[src/rtl/de0_rstseq.sv]
// de0_rstseq: PLL reset sequencer with lock-hold release, relock counter and debounced user reset key.
// Define RSTSEQ_WATCHDOG_EN to restart the PLL when lock does not arrive within LOCK_TIMEOUT cycles.
module de0_rstseq #(
    parameter int PLLRST_CYC   = 16,
    parameter int LOCK_TIMEOUT = 50000,
    parameter int HOLD_CYC     = 1024,
    parameter int DEB_CYC      = 250000
) (
    input  logic       clkin,
    input  logic       rst,
    input  logic       locked,
    input  logic       key_n,
    output logic       pll_rst,
    output logic       sys_rst,
    output logic       ready,
    output logic [7:0] relock_cnt,
    output logic [1:0] state
);
    localparam int MAX_A   = (PLLRST_CYC > LOCK_TIMEOUT) ? PLLRST_CYC : LOCK_TIMEOUT;
    localparam int MAX_CYC = (MAX_A > HOLD_CYC) ? MAX_A : HOLD_CYC;
    localparam int CNT_W   = $clog2(MAX_CYC + 1);
    localparam int DEB_W   = $clog2(DEB_CYC + 1);

    typedef enum logic [1:0] {
        ST_PLLRST = 2'd0,
        ST_WAIT   = 2'd1,
        ST_HOLD   = 2'd2,
        ST_RUN    = 2'd3
    } state_t;

    function automatic logic [7:0] sat_inc8(input logic [7:0] v);
        return (v == 8'hFF) ? v : v + 8'd1;
    endfunction

    logic locked_m, locked_s;
    logic key_m, key_s;

    always_ff @(posedge clkin) begin
        if (rst) begin
            locked_m <= 1'b0;
            locked_s <= 1'b0;
            key_m    <= 1'b0;
            key_s    <= 1'b0;
        end else begin
            locked_m <= locked;
            locked_s <= locked_m;
            key_m    <= key_n;
            key_s    <= key_m;
        end
    end

    // Debounce: accept key_s only after it disagrees with key_db for DEB_CYC straight cycles.
    logic [DEB_W-1:0] deb_cnt;
    logic             key_db;
    logic             press;

    always_ff @(posedge clkin) begin
        if (rst) begin
            deb_cnt <= '0;
            key_db  <= 1'b1;
            press   <= 1'b0;
        end else begin
            press <= 1'b0;
            if (key_s != key_db) begin
                if (deb_cnt == DEB_W'(DEB_CYC - 1)) begin
                    key_db  <= key_s;
                    deb_cnt <= '0;
                    press   <= ~key_s;
                end else begin
                    deb_cnt <= deb_cnt + DEB_W'(1);
                end
            end else begin
                deb_cnt <= '0;
            end
        end
    end

    state_t           state_q, state_n;
    logic [CNT_W-1:0] cnt;
    logic             cnt_clr;
    logic             relock_inc;

    always_comb begin
        state_n    = state_q;
        cnt_clr    = 1'b0;
        relock_inc = 1'b0;
        case (state_q)
            ST_PLLRST: begin
                if (cnt == CNT_W'(PLLRST_CYC - 1)) state_n = ST_WAIT;
            end
            ST_WAIT: begin
                if (locked_s) state_n = ST_HOLD;
`ifdef RSTSEQ_WATCHDOG_EN
                else if (cnt == CNT_W'(LOCK_TIMEOUT - 1)) state_n = ST_PLLRST;
`endif
            end
            ST_HOLD: begin
                if (!locked_s) state_n = ST_WAIT;
                else if (press) cnt_clr = 1'b1;
                else if (cnt == CNT_W'(HOLD_CYC - 1)) state_n = ST_RUN;
            end
            ST_RUN: begin
                if (!locked_s) begin
                    state_n    = ST_PLLRST;
                    relock_inc = 1'b1;
                end else if (press) begin
                    state_n = ST_HOLD;
                end
            end
            default: state_n = ST_PLLRST;
        endcase
    end

    // Outputs are decoded from the next state so they change on the same edge as state.
    always_ff @(posedge clkin) begin
        if (rst) begin
            state_q    <= ST_PLLRST;
            cnt        <= '0;
            pll_rst    <= 1'b1;
            sys_rst    <= 1'b1;
            ready      <= 1'b0;
            relock_cnt <= '0;
        end else begin
            state_q <= state_n;
            cnt     <= (cnt_clr || (state_n != state_q)) ? '0 : cnt + CNT_W'(1);
            pll_rst <= (state_n == ST_PLLRST);
            sys_rst <= (state_n != ST_RUN);
            ready   <= (state_n == ST_RUN);
            if (relock_inc) relock_cnt <= sat_inc8(relock_cnt);
        end
    end

    assign state = state_q;

endmodule

[config.mk]
export PLATFORM = sky130hd
export DESIGN_NAME = de0_rstseq
export DESIGN_NICKNAME = d
export VERILOG_FILES = /design/src/rtl/de0_rstseq.sv
export SDC_FILE = /design/constraint.sdc
export NUM_CORES = 1
export LEC_CHECK = 0
export ABC_AREA = 1
export CORE_AREA = 2 2 81 83
export CTS_BUF_LIST = sky130_fd_sc_hd__clkbuf_16
export DETAILED_ROUTE_END_ITERATION = 8
export DIE_AREA = 0 0 83 85
export PLACE_DENSITY = 0.63
export SYNTH_ARGS = -nofsm -noshare
export SYNTH_HDL_FRONTEND = slang
export SYNTH_SLANG_ARGS = --single-unit
[constraint.sdc]
create_clock -name clkin -period 1.99 [get_ports clkin]
set_clock_uncertainty 0.1 [all_clocks]
set_input_delay 0.2985 -clock clkin [delete_from_list [all_inputs] [get_ports clkin]]
set_output_delay 0.2985 -clock clkin [all_outputs]
set_load 0.03 [all_outputs]
* After elaboration in Yosys (flattened, before gate mapping) *
Cells that the tools add are included.

word-level totals
  flip-flop bits (word level) = 53
  bits in latches = 0
  memory bits (writable) = 0
  ROM bits = 0
  bits of input ports = 4
  output and inout bits = 13
  memories kept = 0

cells by class
  add/sub/neg operators = 3
  multipliers = 0
  div/mod/pow operators = 0
  magnitude comparators = 0
  eq/ne operators = 11
  shifts and indexed selects = 0
  muxes and demuxes = 13
  bitwise gates (word level) = 4
  reductions and logical operators = 8

operators by type and width
  operator                                                number
  adder 18 x 1 -> 18 bit (second input constant)          1
  equality test 18 bit (second input constant)            1
  adder 16 x 1 -> 16 bit (second input constant)          1
  equality test 16 x 10 -> 1 bit (second input constant)  1
  equality test 16 x 4 -> 1 bit (second input constant)   1
  two-way mux 2 bit                                       7
  adder 8 x 1 -> 8 bit (second input constant)            1
  equality test 8 bit (second input constant)             1
  case mux 2 bit (4 select lines)                         1
  equality test 2 bit (second input constant)             3
  OR reduction 3 bit                                      2
  two-way mux 1 bit                                       5
  zero test 2 bit                                         2
  inverter 1 bit                                          4
  AND reduction 2 bit                                     2
  equality test 2 x 1 -> 1 bit (second input constant)    1
  inequality test 2 bit                                   1
  inequality test 2 bit (second input constant)           1
  OR reduction 2 bit                                      1
  logical OR 1 bit                                        1
  inequality test 1 bit                                   1

* Depth between registers and ports, before layout *
  depth in word-level cells = 8
  depth in mapped cells = 12
  gate-level depth less buffers = 11

* Least setup slack after synthesis *
No wires, ideal clock.

  path kind = flip-flop to flip-flop
  start point = reg relock_cnt[1]
  end point = reg relock_cnt[6]
  library setup time = 0.115 ns
  data arrival time = 1.592 ns
  path slack = 0.183 ns
  stages on the path, launching flop included = 10
  path buffers = 0
  period minus slack after synthesis = 1.807 ns
  cells stage by stage = dfxtp_1 -> ha_1 -> inv_1 -> nor2_2 -> inv_1 -> o21ai_2 -> inv_1 -> nand2_1 -> a21oi_1 -> o21a_1

between the ends
  cells in the longest elaborated chain, start to end = 3
  elaborated cells on any way between the ends = 4

ends and longest elaborated chain
  what                                                                          RTL line  text
  start, declared                                                               16        output logic [7:0] relock_cnt,
  start signal, assigned                                                        129       if (relock_inc) relock_cnt <= sat_inc8(relock_cnt);
  parallel branches: the longest is 3 deep, another holds adder 8 x 1 -> 8 bit  n/a

Several ways; the timed one is not identified.
A chain may end at the register's enable or synchronous reset.

* Worst setup path in the final report *
  start point = reg relock_cnt[4]
  end point = out relock_cnt[4]

No word-level cell between the ends.

==> flow_summary_export.csv <==
group,metric,value,unit
drt,drc,0,
run_status,status,"complete, no violations",
clock_tree,cts_buffers,5,
run,cap_violations,0,
grt,overflow,0,
setup_path,cp-end-kind,"output pin",
drt,wl_per_cell,9.94,um
yosys,synth_nets,324,
power,pwr-share-seq,0.555,
grt,grt_pass1_wl,7740,um
final_layout,fin_util,0.450,
clock_tree,clk_path_buf_depth,2,
final_layout,diodes,0,
setup_path,crit_arrival,1410,ps
drt,drt_wl_total,4130,um
final_layout,final_layout_size_suffix_gt1_frac,0.112,
timing,drv_slew,0,
clock_tree,cts_hold_buffers,0,
floorplanning,die_h,85,um
floorplanning,core-area,6200,um2
yosys,ys_seq_area_frac,0.438,
yosys,synth-edff-count,0,
final_layout,fin_nets,345,
grt,antenna_found_initial,0,
setup_path,rrSetupSlack,210,ps
floorplanning,die_x,83,um
power,p_clk_frac,0.417,
timing,period_needed,1800,ps
setup_path,slowest_delay,710,ps
drt,vias,1898,
yosys,syn_area,2420,um2
yosys,synth_warnings,0,
power,p_comb_frac,0.028,
setup_path,cp-start-kind,"register",
placed_design,dp_hpwl,3020,um
grt,grt_max_degree,19,
power,p_sw_frac,0.205,
final_layout,seq_area,1060,um2
yosys,syn-instance-count,317,
clock_tree,cts.clk_slew.worst_paths,70,ps
setup_path,path_cells,"clkdlybuf4s50_1",
yosys,ys_types,29,
setup_path,critPathTopFamily,"buffers and inverters",
power,leakage,1.02,nW
timing,tns,0,ps
grt,grt.total_usage,0.131,
yosys,async_flop_share,0,
floorplanning,dieArea,7060,um2
timing,max_freq,554,MHz
drt,via_per_inst,4.57,
power,powerDensity,699,nW/um2
yosys,ys.flop_type,"dfxtp_1",
clock_tree,cts.sink_count,53,
clock_tree,clockRootBuffer,"clkbuf_16",
yosys,synth_area_per_cell,7.65,um2
setup_path,critPathKind,"register to output pin",
timing,slew_headroom,0.739,
timing,worstMarginPinSlew,391,ps
floorplanning,io_pins,17,
clock_tree,cts.repair.resized,0,
min_path,hold_class,"register to register",
clock_tree,postCtsSetupRepairBufs,0,
timing,finalHoldViolations,0,
clock_tree,clk-insertion-delay-late,290,ps
setup_path,crit_slowest_cell,"clkdlybuf4s50_1",
power,p_int,1.55,mW
final_layout,nFillCells,604,
clock_tree,cts_max_level,2,
yosys,synth-seq-cells,53,
floorplanning,initial_core_util,0.391,
final_layout,synthToLayoutAreaGrowth,15.3,%
floorplanning,placementRows,29,
setup_path,path_buf_inv,1,
setup_path,path_max_fanout,5,
final_layout,multiInputGateArea,1140,um2
power,power.switching,0.400,mW
power,ir_drop,0.383,mV
timing,rsz0062_at_grt,"false",
setup_path,worstPathRequired,1590,ps
grt,grt_pass1_vias,1892,
timing,finalCritPeriodShare,0.907,
placed_design,io_buffers,16,
power,power,1.95,mW
drt,first_iter_violations,49,
clock_tree,cts_tree,"yes",
timing,setup_viol,0,
placed_design,finalWeightedCongestion,0.825,
drt,dr.pass1.iters,6,
drt,postRouteAntennaNets,0,
-- power groups by stage --
stage               logic, mW  clock network [mW]  registers [mW]
finish                 0.0542               0.815            1.08
detailed placement     0.0559                   0            1.11
global placement       0.0548                   0            1.11
CTS                    0.0559               0.849            1.08
global route           0.0633               0.886            1.08
floorplan              0.0446                   0            1.11
-- layout make-up --
type                       count  share of cell area
clock inverter                 2             0.00448
tap                           77              0.0345
sequential                    53               0.380
timing repair buffer          17              0.0600
inverter                      52              0.0699
clock buffer                   5              0.0448
multi-input combinational    209               0.407
-- state kept, by name (all words and copies together), names as in the netlist, 2 cells and up --
register    cells
cnt            16
deb_cnt        18
relock_cnt      8
state           2
-- path summary, 6_finish.rpt --
check	from	end	cells past startpoint
max	relock_cnt[4]$_SDFFE_PP0P_	relock_cnt[4]	1
min	key_m$_SDFF_PP0_	key_s$_SDFF_PP0_	2
max reg2reg	relock_cnt[1]$_SDFFE_PP0P_	relock_cnt[6]$_SDFFE_PP0P_	9
min reg2reg	key_m$_SDFF_PP0_	key_s$_SDFF_PP0_	2
-- metrics by stage --
stage | hold slack [ps] | cell area [um2] | instances | worst slack (ps)
after floorplan | 288 | 2420 | 317 | 183
after global placement | 292 | 2660 | 408 | 186
after detailed placement | 296 | 2660 | 408 | 150
after CTS | 306 | 2790 | 415 | 176
after global routing | 325 | 2790 | 415 | 8.88
final | 306 | 2790 | 415 | 185
-- cells by family (layout without fill, tap and decap cells) --
logic type	count (synthesis)	after routing	share of synthesized area
AND/OR/NAND/NOR	159	159	0.312
buffers and inverters	55	76	0.0934
flip-flops	53	53	0.438
AO/OA/AOI/OAI	24	24	0.0578
XOR/XNOR	23	23	0.0831
adder cells (fa/ha/maj)	3	3	0.0155
-- metal layers --
metal  part of all wire  GRT usage  up-vias
li1                   -          -     1028
met1               0.49      0.161      839
met2               0.46      0.222       23
met3              0.033     0.0302        8
met4              0.021     0.0537        0
met5                  0          0        -
-- placed cells by master, fill, tap and decap left out, drive strengths merged --
cell,Yosys,routed
a21oi,14,14
o21ai,6,6
inv,52,53
o21a,2,2
dfxtp,53,53
a211oi,1,1
xnor2,6,6
or2,3,3
ha,3,3
nand4,8,8
clkbuf,1,5
clkdlybuf4s50,0,16
nor4,2,2
nand2,57,57
nor3,13,13
nor2,59,59
nand3,17,17
clkinv,0,1
buf,2,1
o21ba,1,1
xor2,17,17
-- synthesized netlist by cell type, types with 2 or more instances --
| master | n | area share |
|---|---|---|
| nand3_2 | 4 | 0.017 |
| xor2_1 | 17 | 0.061 |
| nor2_1 | 43 | 0.067 |
| nor3_1 | 12 | 0.025 |
| nand2_2 | 5 | 0.013 |
| or2_0 | 2 | 0.0052 |
| dfxtp_1 | 53 | 0.44 |
| nand4_1 | 8 | 0.021 |
| nand3_1 | 13 | 0.027 |
| nor2_2 | 15 | 0.039 |
| a21oi_1 | 13 | 0.027 |
| ha_1 | 3 | 0.015 |
| xnor2_1 | 6 | 0.022 |
| o21ai_0 | 5 | 0.010 |
| o21a_1 | 2 | 0.0062 |
| nor4_1 | 2 | 0.0052 |
| nand2_1 | 51 | 0.079 |
| inv_1 | 52 | 0.081 |
Note: power is estimated with default switching activity, not from simulation.
